File: src/rtl/uart_pkg.sv
// rtl/uart_pkg.sv - UART state encodings, baud divider helper and parameter limits
package uart_pkg;

  typedef enum logic [2:0] {
    ST_IDLE,
    ST_START,
    ST_DATA,
    ST_PARITY,
    ST_STOP,
    ST_BREAK
  } uart_state_e;

  localparam int MIN_DIV        = 2;
  localparam int MIN_OVERSAMPLE = 8;
  localparam int MIN_DATA_BITS  = 5;
  localparam int MAX_DATA_BITS  = 9;

  // Rounded clock divider producing one oversample tick
  function automatic int calc_div(input int clk_hz, input int baud, input int oversample);
    int den;
    den = baud * oversample;
    return (clk_hz + den / 2) / den;
  endfunction

endpackage

File: src/rtl/uart_baud_gen.sv
// rtl/uart_baud_gen.sv - free-running mod-DIV counter emitting a 1-cycle oversample tick
module uart_baud_gen
  import uart_pkg::*;
#(
  parameter int DIV = 10
) (
  input  logic clk,
  input  logic rst,
  output logic os_tick
);

  localparam int CW = (DIV > 1) ? $clog2(DIV) : 1;

  if (DIV < MIN_DIV) begin : g_bad_div
    $error("uart_baud_gen: DIV must be at least 2");
  end

  logic [CW-1:0] cnt_q, cnt_d;

  always_comb begin
    os_tick = (cnt_q == CW'(DIV - 1));
    cnt_d   = os_tick ? '0 : cnt_q + CW'(1);
  end

  always_ff @(posedge clk) begin
    if (rst) cnt_q <= '0;
    else     cnt_q <= cnt_d;
  end

endmodule

File: src/rtl/uart_xcvr.sv
// rtl/uart_xcvr.sv - full-duplex UART transceiver with valid/ready byte ports
// Define UART_PARITY_EN to add a parity bit (even/odd per PARITY_ODD) to every frame.
module uart_xcvr
  import uart_pkg::*;
#(
  parameter int CLK_HZ     = 50_000_000,
  parameter int BAUD       = 115200,
  parameter int OVERSAMPLE = 16,
  parameter int DATA_BITS  = 8,
  parameter int STOP_BITS  = 1,
  parameter int PARITY_ODD = 0
) (
  input  logic                 clk,
  input  logic                 rst,
  input  logic [DATA_BITS-1:0] tx_data,
  input  logic                 tx_valid,
  output logic                 tx_ready,
  output logic                 txd,
  input  logic                 rxd,
  output logic [DATA_BITS-1:0] rx_data,
  output logic                 rx_valid,
  input  logic                 rx_ready,
  output logic                 rx_frame_err,
  output logic                 rx_parity_err,
  output logic                 rx_overrun,
  output logic                 txclk,
  output logic                 rxclk
);

  localparam int DIV  = calc_div(CLK_HZ, BAUD, OVERSAMPLE);
  localparam int OS_W = $clog2(OVERSAMPLE);
  localparam logic [OS_W-1:0] OS_LAST   = OS_W'(OVERSAMPLE - 1);
  localparam logic [OS_W-1:0] OS_HALF   = OS_W'(OVERSAMPLE / 2 - 1);
  localparam logic [3:0]      DATA_LAST = 4'(DATA_BITS - 1);
  localparam logic [3:0]      STOP_LAST = 4'(STOP_BITS - 1);

  if (OVERSAMPLE < MIN_OVERSAMPLE || (OVERSAMPLE % 2) != 0) begin : g_bad_os
    $error("uart_xcvr: OVERSAMPLE must be even and >= 8");
  end
  if (DATA_BITS < MIN_DATA_BITS || DATA_BITS > MAX_DATA_BITS) begin : g_bad_db
    $error("uart_xcvr: DATA_BITS must be 5..9");
  end
  if (STOP_BITS < 1 || STOP_BITS > 2) begin : g_bad_sb
    $error("uart_xcvr: STOP_BITS must be 1 or 2");
  end

  logic os_tick;

  uart_baud_gen #(.DIV(DIV)) u_baud (
    .clk     (clk),
    .rst     (rst),
    .os_tick (os_tick)
  );

  uart_state_e          tx_state_q, tx_state_d;
  logic [DATA_BITS-1:0] tx_shift_q, tx_shift_d;
  logic [OS_W-1:0]      tx_os_q, tx_os_d;
  logic [3:0]           tx_bit_q, tx_bit_d;
  logic                 txd_q, txd_d;
  logic                 tx_bit_end;
`ifdef UART_PARITY_EN
  logic                 tx_par_q, tx_par_d;
`endif

  always_comb begin
    tx_state_d = tx_state_q;
    tx_shift_d = tx_shift_q;
    tx_os_d    = tx_os_q;
    tx_bit_d   = tx_bit_q;
    txd_d      = txd_q;
`ifdef UART_PARITY_EN
    tx_par_d   = tx_par_q;
`endif
    tx_bit_end = (tx_state_q != ST_IDLE) && os_tick && (tx_os_q == OS_LAST);
    if (tx_state_q == ST_IDLE) begin
      if (tx_valid) begin
        tx_state_d = ST_START;
        tx_shift_d = tx_data;
        tx_os_d    = '0;
        tx_bit_d   = '0;
        txd_d      = 1'b0;
`ifdef UART_PARITY_EN
        tx_par_d   = (^tx_data) ^ 1'(PARITY_ODD);
`endif
      end
    end else if (os_tick) begin
      tx_os_d = tx_os_q + OS_W'(1);
      if (tx_bit_end) begin
        tx_os_d = '0;
        case (tx_state_q)
          ST_START: begin
            tx_state_d = ST_DATA;
            txd_d      = tx_shift_q[0];
            tx_shift_d = tx_shift_q >> 1;
          end
          ST_DATA: begin
            if (tx_bit_q == DATA_LAST) begin
              tx_bit_d   = '0;
`ifdef UART_PARITY_EN
              tx_state_d = ST_PARITY;
              txd_d      = tx_par_q;
`else
              tx_state_d = ST_STOP;
              txd_d      = 1'b1;
`endif
            end else begin
              tx_bit_d   = tx_bit_q + 4'd1;
              txd_d      = tx_shift_q[0];
              tx_shift_d = tx_shift_q >> 1;
            end
          end
`ifdef UART_PARITY_EN
          ST_PARITY: begin
            tx_state_d = ST_STOP;
            txd_d      = 1'b1;
          end
`endif
          ST_STOP: begin
            txd_d = 1'b1;
            if (tx_bit_q == STOP_LAST) tx_state_d = ST_IDLE;
            else                       tx_bit_d   = tx_bit_q + 4'd1;
          end
          default: begin
            tx_state_d = ST_IDLE;
            txd_d      = 1'b1;
          end
        endcase
      end
    end
  end

  always_ff @(posedge clk) begin
    if (rst) begin
      tx_state_q <= ST_IDLE;
      tx_shift_q <= '0;
      tx_os_q    <= '0;
      tx_bit_q   <= '0;
      txd_q      <= 1'b1;
`ifdef UART_PARITY_EN
      tx_par_q   <= 1'b0;
`endif
    end else begin
      tx_state_q <= tx_state_d;
      tx_shift_q <= tx_shift_d;
      tx_os_q    <= tx_os_d;
      tx_bit_q   <= tx_bit_d;
      txd_q      <= txd_d;
`ifdef UART_PARITY_EN
      tx_par_q   <= tx_par_d;
`endif
    end
  end

  // Synchroniser flops reset to the idle-high line level
  logic                 rxd_meta_q, rxd_sync_q;
  uart_state_e          rx_state_q, rx_state_d;
  logic [DATA_BITS-1:0] rx_shift_q, rx_shift_d;
  logic [DATA_BITS-1:0] rx_data_q, rx_data_d;
  logic [OS_W-1:0]      rx_os_q, rx_os_d;
  logic [3:0]           rx_bit_q, rx_bit_d;
  logic                 rx_valid_q, rx_valid_d;
  logic                 frame_err_q, frame_err_d;
  logic                 overrun_q, overrun_d;
  logic                 rx_sample;
`ifdef UART_PARITY_EN
  logic                 par_bad_q, par_bad_d;
  logic                 par_err_q, par_err_d;
`endif

  always_comb begin
    rx_state_d  = rx_state_q;
    rx_shift_d  = rx_shift_q;
    rx_data_d   = rx_data_q;
    rx_os_d     = rx_os_q;
    rx_bit_d    = rx_bit_q;
    rx_valid_d  = rx_valid_q & ~rx_ready;
    frame_err_d = 1'b0;
    overrun_d   = 1'b0;
`ifdef UART_PARITY_EN
    par_bad_d   = par_bad_q;
    par_err_d   = 1'b0;
`endif
    rx_sample = os_tick &&
                (((rx_state_q == ST_START) && (rx_os_q == OS_HALF)) ||
                 (((rx_state_q == ST_DATA) || (rx_state_q == ST_PARITY) ||
                   (rx_state_q == ST_STOP)) && (rx_os_q == OS_LAST)));
    if (os_tick && rx_state_q != ST_IDLE && rx_state_q != ST_BREAK)
      rx_os_d = rx_sample ? '0 : rx_os_q + OS_W'(1);
    case (rx_state_q)
      ST_IDLE: begin
        if (!rxd_sync_q) begin
          rx_state_d = ST_START;
          rx_os_d    = '0;
        end
      end
      ST_START: begin
        if (rx_sample) begin
          rx_bit_d   = '0;
          rx_state_d = rxd_sync_q ? ST_IDLE : ST_DATA;
        end
      end
      ST_DATA: begin
        if (rx_sample) begin
          rx_shift_d = {rxd_sync_q, rx_shift_q[DATA_BITS-1:1]};
          if (rx_bit_q == DATA_LAST) begin
`ifdef UART_PARITY_EN
            rx_state_d = ST_PARITY;
`else
            rx_state_d = ST_STOP;
`endif
          end else begin
            rx_bit_d = rx_bit_q + 4'd1;
          end
        end
      end
`ifdef UART_PARITY_EN
      ST_PARITY: begin
        if (rx_sample) begin
          par_bad_d  = rxd_sync_q ^ (^rx_shift_q) ^ 1'(PARITY_ODD);
          rx_state_d = ST_STOP;
        end
      end
`endif
      ST_STOP: begin
        if (rx_sample) begin
          rx_state_d = ST_IDLE;
          if (!rxd_sync_q) begin
            frame_err_d = 1'b1;
            rx_state_d  = ST_BREAK;
          end else if (rx_valid_q && !rx_ready) begin
            overrun_d = 1'b1;
          end else begin
            rx_valid_d = 1'b1;
            rx_data_d  = rx_shift_q;
`ifdef UART_PARITY_EN
            par_err_d  = par_bad_q;
`endif
          end
        end
      end
      ST_BREAK: begin
        if (rxd_sync_q) rx_state_d = ST_IDLE;
      end
      default: rx_state_d = ST_IDLE;
    endcase
  end

  always_ff @(posedge clk) begin
    if (rst) begin
      rxd_meta_q  <= 1'b1;
      rxd_sync_q  <= 1'b1;
      rx_state_q  <= ST_IDLE;
      rx_shift_q  <= '0;
      rx_data_q   <= '0;
      rx_os_q     <= '0;
      rx_bit_q    <= '0;
      rx_valid_q  <= 1'b0;
      frame_err_q <= 1'b0;
      overrun_q   <= 1'b0;
`ifdef UART_PARITY_EN
      par_bad_q   <= 1'b0;
      par_err_q   <= 1'b0;
`endif
    end else begin
      rxd_meta_q  <= rxd;
      rxd_sync_q  <= rxd_meta_q;
      rx_state_q  <= rx_state_d;
      rx_shift_q  <= rx_shift_d;
      rx_data_q   <= rx_data_d;
      rx_os_q     <= rx_os_d;
      rx_bit_q    <= rx_bit_d;
      rx_valid_q  <= rx_valid_d;
      frame_err_q <= frame_err_d;
      overrun_q   <= overrun_d;
`ifdef UART_PARITY_EN
      par_bad_q   <= par_bad_d;
      par_err_q   <= par_err_d;
`endif
    end
  end

  assign tx_ready     = (tx_state_q == ST_IDLE);
  assign txd          = txd_q;
  assign txclk        = tx_bit_end;
  assign rx_data      = rx_data_q;
  assign rx_valid     = rx_valid_q;
  assign rx_frame_err = frame_err_q;
  assign rx_overrun   = overrun_q;
  assign rxclk        = rx_sample;
`ifdef UART_PARITY_EN
  assign rx_parity_err = par_err_q;
`else
  assign rx_parity_err = 1'b0;
`endif

endmodule

File: config.mk
export PLATFORM = sky130hd
export DESIGN_NAME = uart_xcvr
export DESIGN_NICKNAME = d
export VERILOG_FILES = /design/src/rtl/uart_pkg.sv /design/src/rtl/uart_baud_gen.sv /design/src/rtl/uart_xcvr.sv
export SDC_FILE = /design/constraint.sdc
export NUM_CORES = 1
export LEC_CHECK = 0
export CAP_MARGIN = 20
export CORE_UTILIZATION = 61
export DETAILED_ROUTE_END_ITERATION = 10
export HOLD_SLACK_MARGIN = 0.06
export PLACE_DENSITY = 0.93
export SLEW_MARGIN = 5
export SYNTH_ARGS = -nofsm -noshare
export SYNTH_HDL_FRONTEND = slang
export SYNTH_HIERARCHICAL = 1
export SYNTH_SLANG_ARGS = --single-unit
export TNS_END_PERCENT = 50
File: constraint.sdc
create_clock -name clk -period 4.1 [get_ports clk]
set_clock_uncertainty 0.1 [all_clocks]
set_input_delay 0.41 -clock clk [delete_from_list [all_inputs] [get_ports clk]]
set_output_delay 0.41 -clock clk [all_outputs]
set_load 0.01 [all_outputs]
Word level (Yosys, flattened, before mapping)
Index checks and enable logic that the tools add are counted.
{ "classes": {"mux": 52, "n_addsub": 5, "eq_ne": 27, "reduce_logical": 34, "n_bitwise": 6} }
{ "op_table": {"columns": ["operator", "count"], "rows": [
  ["4-bit 2-to-1 mux", 16],
  ["8-bit 2-to-1 mux", 5],
  ["3-bit 2-to-1 mux", 13],
  ["4-bit by 1-bit adder with 4-bit output, second input constant", 4],
  ["4-bit case mux with 2 select lines", 2],
  ["8-bit case mux with 2 select lines", 1],
  ["3-bit inequality test, second input constant", 5],
  ["3-bit case mux with 5 select lines", 1],
  ["5-bit AND reduction", 3],
  ["2-bit inequality test, second input constant", 7],
  ["4-bit by 3-bit equality test with 1-bit output, second input constant", 3],
  ["3-bit nonzero test", 4],
  ["1-bit 2-to-1 mux", 11],
  ["3-bit by 2-bit equality test with 1-bit output, second input constant", 3],
  ["3-bit equality test, second input constant", 3],
  ["3-bit case mux with 3 select lines", 1],
  ["4-bit equality test, second input constant", 2],
  ["1-bit logical AND", 8],
  ["4-bit AND reduction", 2],
  ["3-bit by 1-bit equality test with 1-bit output, second input constant", 2],
  ["3-bit zero test", 2],
  ["6-bit AND reduction", 1],
  ["2-bit nonzero test", 3],
  ["5-bit by 1-bit adder with 5-bit output, second input constant", 1],
  ["other kinds (14)", 21]
]} }
{ "totals": {"regBits": 57, "inputBits": 13, "wordCells": 140} }

Longest topological paths before layout
{ "logic_depth": {"depth_word": 10, "mapped_depth": 10, "ltp_nobuf": 7} }

By module
Netlist, hierarchy kept.
{ "modules_own_cells": {"columns": ["module", "instances", "cells_each", "area_per_inst_um2"], "rows": [
  ["uart_xcvr", 1, 282, 2671.3],
  ["uart_baud_gen", 1, 22, 259.0]
]} }

Worst setup path before layout
OpenSTA, ideal clock, no wires.
{ "synth_timing": {"path_kind": "reg2reg", "startpoint": "register u_baud.cnt_q[0]", "endpoint": "register tx_bit_q[2]", "arrival_ns": 1.957, "n_path_buf": 2, "required_ns": 3.884, "period_less_slack_ns": 2.172, "path_stages_with_launch": 10, "path_slack_ns": 1.928, "setup_time_ns": 0.116, "cell_sequence": "dfxtp_1 -> inv_1 -> ha_1 -> and4b_1 -> buf_6 -> nand4_4 -> or4_1 -> buf_2 -> o2bb2ai_1 -> a31o_1"} }
{ "synth_via": {"elab_chain_cells": 5, "elab_cells_between_ends": 6, "cone_classes": "eq/ne (1); reduce/logical (5)"} }
{ "synth_rtl": {"columns": ["item", "line", "text"], "rows": [
  ["start: declaration", "uart_baud_gen.sv:18", "logic [CW-1:0] cnt_q, cnt_d;"],
  ["start signal: assignment", "uart_baud_gen.sv:27", "else cnt_q <= cnt_d;"],
  ["5-bit equality test *", "uart_baud_gen.sv:21", "os_tick = (cnt_q == CW'(DIV - 1));"],
  ["named net os_tick", "uart_xcvr.sv:47", "logic os_tick;"],
  ["1-bit logical AND (2 in series)", "uart_xcvr.sv:74", "tx_bit_end = (tx_state_q != ST_IDLE) && os_tick && (tx_os_q == OS_LAST);"],
  ["2-bit nonzero test (no source line)", null, null],
  ["5-bit AND reduction (no source line) *", null, null],
  ["end signal: assignment", "uart_xcvr.sv:146", "tx_bit_q <= tx_bit_d;"],
  ["end: declaration", "uart_xcvr.sv:58", "logic [3:0] tx_bit_q, tx_bit_d;"]
]} }
Mark *: on every way through the listed nets, which the timed path passes. The rest lies on a longest branch.
A chain may end at the register's enable or synchronous reset.

Worst setup path after layout
{ "layout_timing": {"startpoint": "register u_baud.cnt_q[0]", "endpoint": "output rxclk"} }
{ "layout_via": {"elab_chain_cells": 2} }
{ "layout_rtl": {"columns": ["item", "line", "text"], "rows": [
  ["5-bit equality test", "uart_baud_gen.sv:21", null],
  ["named net os_tick", "uart_xcvr.sv:47", null],
  ["1-bit logical AND", "uart_xcvr.sv:183", "rx_sample = os_tick &&"],
  ["end: declaration", "uart_xcvr.sv:27", "output logic rxclk"]
]} }
The timed path passes the listed nets, and every way through them passes these cells.

==> flow_summary.ini <==
[run]
cap_violations = 0

[worst_setup_path]
crit_arrival_ns = 2.80
cp-end-kind = output port
crit_type = flip-flop to output port
timing.rr.end = tx_bit_q[2]$_SDFFE_PP0P_
path_cells = inv_1, ha_1, and4b_1, nand3_2, a21oi_1, clkdlybuf4s50_1
critical-path-slowest-cell = and4b_1
critPathMaxFanout = 18
cpPeakStageDelay_ns = 0.70
timing.rr.start = u_baud/cnt_q[0]$_SDFF_PP0_
reg2reg_slack_ns = 1.25
cp_num_buf_inv = 2
reg2regPathDepth = 7
start_kind = flip-flop
required_ns = 3.59
cpLargestDelayFamily = simple AND/OR/NAND/NOR gates

[sta]
max_freq_ghz = 0.3025
relSlewSlack_pct = 48.69
hold_viol = 0
holdWs_ns = 0.3172
fin_crit_ns = 3.306
setup_tns_ns = 0
grt_setup_unrepaired = no
setup_viol = 0
fin_crit_sh_pct = 80.63
tightest_slew_ns = 0.7597
slew_viol_final = 0

[grt]
grt_pass1_vias = 2193
grt_overflow = 0
groute.usage.overall_pct = 24.86
grt_max_degree = 45
antenna_found_initial = 0
grt_first_pass_wirelength_mm = 9.949

[power]
p_clk_share_pct = 41.0
peakVddDrop_v = 0.0002561
seqPwrFrac_pct = 47.3
netSwitchingFraction_pct = 26.99
intPower_uw = 930.8
switchingPower_uw = 344.2
power_frac_comb_pct = 11.7
leakagePower_uw = 0.001283
powerDensity_mw_per_mm2 = 383.8

[routing]
drt-pass1-iter-count = 4
vias = 2376
drc = 0
vias_per_cell = 6.319
wl_mm = 5.801
wire_per_inst_um = 15.43
ant_nets = 0
drtIter0Drc = 84

[synthesis]
synth_top_area_share_pct = 38.94
synth.most_common_cell = dfxtp_1
ys_ff_latch = 57
syn_avg_cell_area_um2 = 9.639
synth_edf_count = 0
synth_common_cells = 57 x dfxtp_1, 28 x nor2_1, 27 x mux2i_1, 15 x a21oi_1, 11 x nor3_1
synth_area_leaders = dfxtp_1 39%, mux2i_1 9.2%, nor2_1 3.6%, ha_1 3.0%, a21oi_1 2.6%
yosys.area.top_type = dfxtp_1
synthArstFlopShare_pct = 0
synth_nets = 324
synthFlopType = dfxtp_1
synth_area_mm2 = 0.002930
synth-seq-area-share_pct = 38.94
syn_inst = 304
synth_cell_type_count = 70
yosys_warnings = 6

[place]
dp_hpwl_mm = 3.767
gp_congestion = 0.7832
io_buffer_count = 27

[cts]
hold_buffers = 0
post-cts-setup-buffers = 0
cts_htree_levels = 3
clk_pin_slew_ns = 0.07
clkLatencyLatePin_ns = 0.35
clock-sinks = 57
cts-resized-gates = 0
numCtsBuffers = 9
ctsRootBufferMaster = clkbuf_8
cts_tree = done
cts.path.max_buffers = 2

[worst_hold_path]
hold_start = rxd_meta_q$_SDFF_PP1_
holdPathEnd = rxd_sync_q$_SDFF_PP1_
hp-class = flip-flop to flip-flop
holdPathStages = 1

[floorplanning]
initial_utilization_pct = 65.49
placementRows = 24
die_area_mm2 = 0.005085
num_io_pins = 29
fp.dieH_um = 71.31
core_mm2 = 0.004474
die_w_um = 71.31

[outcome]
status = finished clean

[cells_and_area]
fillers = 308
nNetsFinal = 339
antennaDiodeCount = 0
drive_above_1_share_pct = 10.80
syn_to_final_growth_pct = 13.36
## placed cells by master (no fill, tap or decap), types with 2 or more instances in the layout
cell and instances:
xnor2_1 2, or2_2 3, nor3_1 11, clkdlybuf4s50_1 27, nor3b_1 8, mux2i_1 27
or3b_1 2, a32oi_1 2, nor2_1 28, o21ai_1 5, nand2_1 10, and3_1 4
a21oi_1 15, xor2_1 4, a21o_1 3, a211oi_1 2, nand3_1 9, o41ai_1 2
ha_1 7, dfxtp_1 57, nor4_4 3, a31o_1 2, and4_1 3, o21bai_1 4
a211o_1 2, nand3b_1 4, clkbuf_8 9, o211ai_1 3, nand4_1 2, o21ai_0 7
nand2b_1 4, o311a_1 7, clkinvlp_4 2, inv_1 4
## worst max path at each step
stage,startpoint,end,slack (ns),depth (start not counted)
after floorplan,u_baud/cnt_q[0]$_SDFF_PP0_,tx_bit_q[2]$_SDFFE_PP0P_,1.93,9
after global placement,u_baud/cnt_q[0]$_SDFF_PP0_,rxclk,1.28,6
after detailed placement,u_baud/cnt_q[0]$_SDFF_PP0_,rxclk,1.19,6
after CTS,u_baud/cnt_q[0]$_SDFF_PP0_,rxclk,0.81,6
after global routing,u_baud/cnt_q[0]$_SDFF_PP0_,rxclk,0.65,6
final,u_baud/cnt_q[0]$_SDFF_PP0_,rxclk,0.79,6
## sequential cells by signal (all words and copies together), names as in the netlist
name and cells:
rx_data 8, rx_shift_q 8, tx_shift_q 8, u_baud/cnt_q 5, rx_bit_q 4, rx_os_q 4
tx_bit_q 4, tx_os_q 4, rx_state_q 3, tx_state_q 3, rx_frame_err 1, rx_overrun 1
rx_valid 1, rxd_meta_q 1, rxd_sync_q 1, txd 1
## kinds of logic after synthesis
group	share of synthesized area (%)
other	0.1280
adders and majority gates	2.989
AOI/OAI and AO/OA	16.91
muxes	9.607
xor gates and xnor gates	1.793
and+or+nand+nor	23.61
DFF	38.94
buffers and inverters	6.020
## worst register-to-register path, delay by kind of cell, from the launching register on
kind / cells / cell delay (ns)
compound gates: 2 / 0.41
fa+ha+maj: 1 / 0.14
buf+inv: 1 / 0.07
flops: 1 / 0.34
simple gates: 3 / 1.68
## stage by stage
step | worst slack, ns | cell area (µm²) | instances | util (%) | power, µW
floorplan | 1.928 | 2930 | 304 | - | 729.9
global placement | 1.276 | 3127 | 360 | 69.88 | 756.3
detailed placement | 1.190 | 3127 | 360 | 69.88 | 762.7
CTS | 0.8144 | 3322 | 376 | 74.25 | 1283
global route | 0.6452 | 3322 | 376 | 74.25 | 1322
finish | 0.7942 | 3322 | 376 | 74.25 | 1275
## area by class of cell
cell class,instances,area [µm²],area share [%]
Clock inverter,6,67.56,2.034
Sequential cell,57,1141,34.35
Multi-Input combinational cell,217,1613,48.55
Clock buffer,10,127.6,3.842
Inverter,6,30.03,0.9040
Tap cell,52,65.06,1.959
Timing Repair Buffer,28,277.8,8.362
## power by group through the flow
| stage | Combinational [µW] | Clock, µW | Sequential [µW] |
|---|---|---|---|
| 6_report | 149 | 523 | 603 |
| 5_1_grt | 165 | 550 | 607 |
| 2_1_floorplan | 132 | 0 | 598 |
| 3_5_place_dp | 148 | 0 | 615 |
| 3_3_place_gp | 144 | 0 | 613 |
| 4_1_cts | 149 | 532 | 602 |
## routing by layer
layer / wire length, µm / up-vias / share of wire, % / GRT usage (%)
li1: - / 1156 / - / -
met5: 0 / - / 0 / 0
met2: 2993 / 58 / 52 / 42.75
met1: 2401 / 1152 / 41 / 28.97
met3: 326 / 10 / 5.6 / 8.439
met4: 80 / 0 / 1.4 / 8.444
Power figures use the tool's default switching activity.
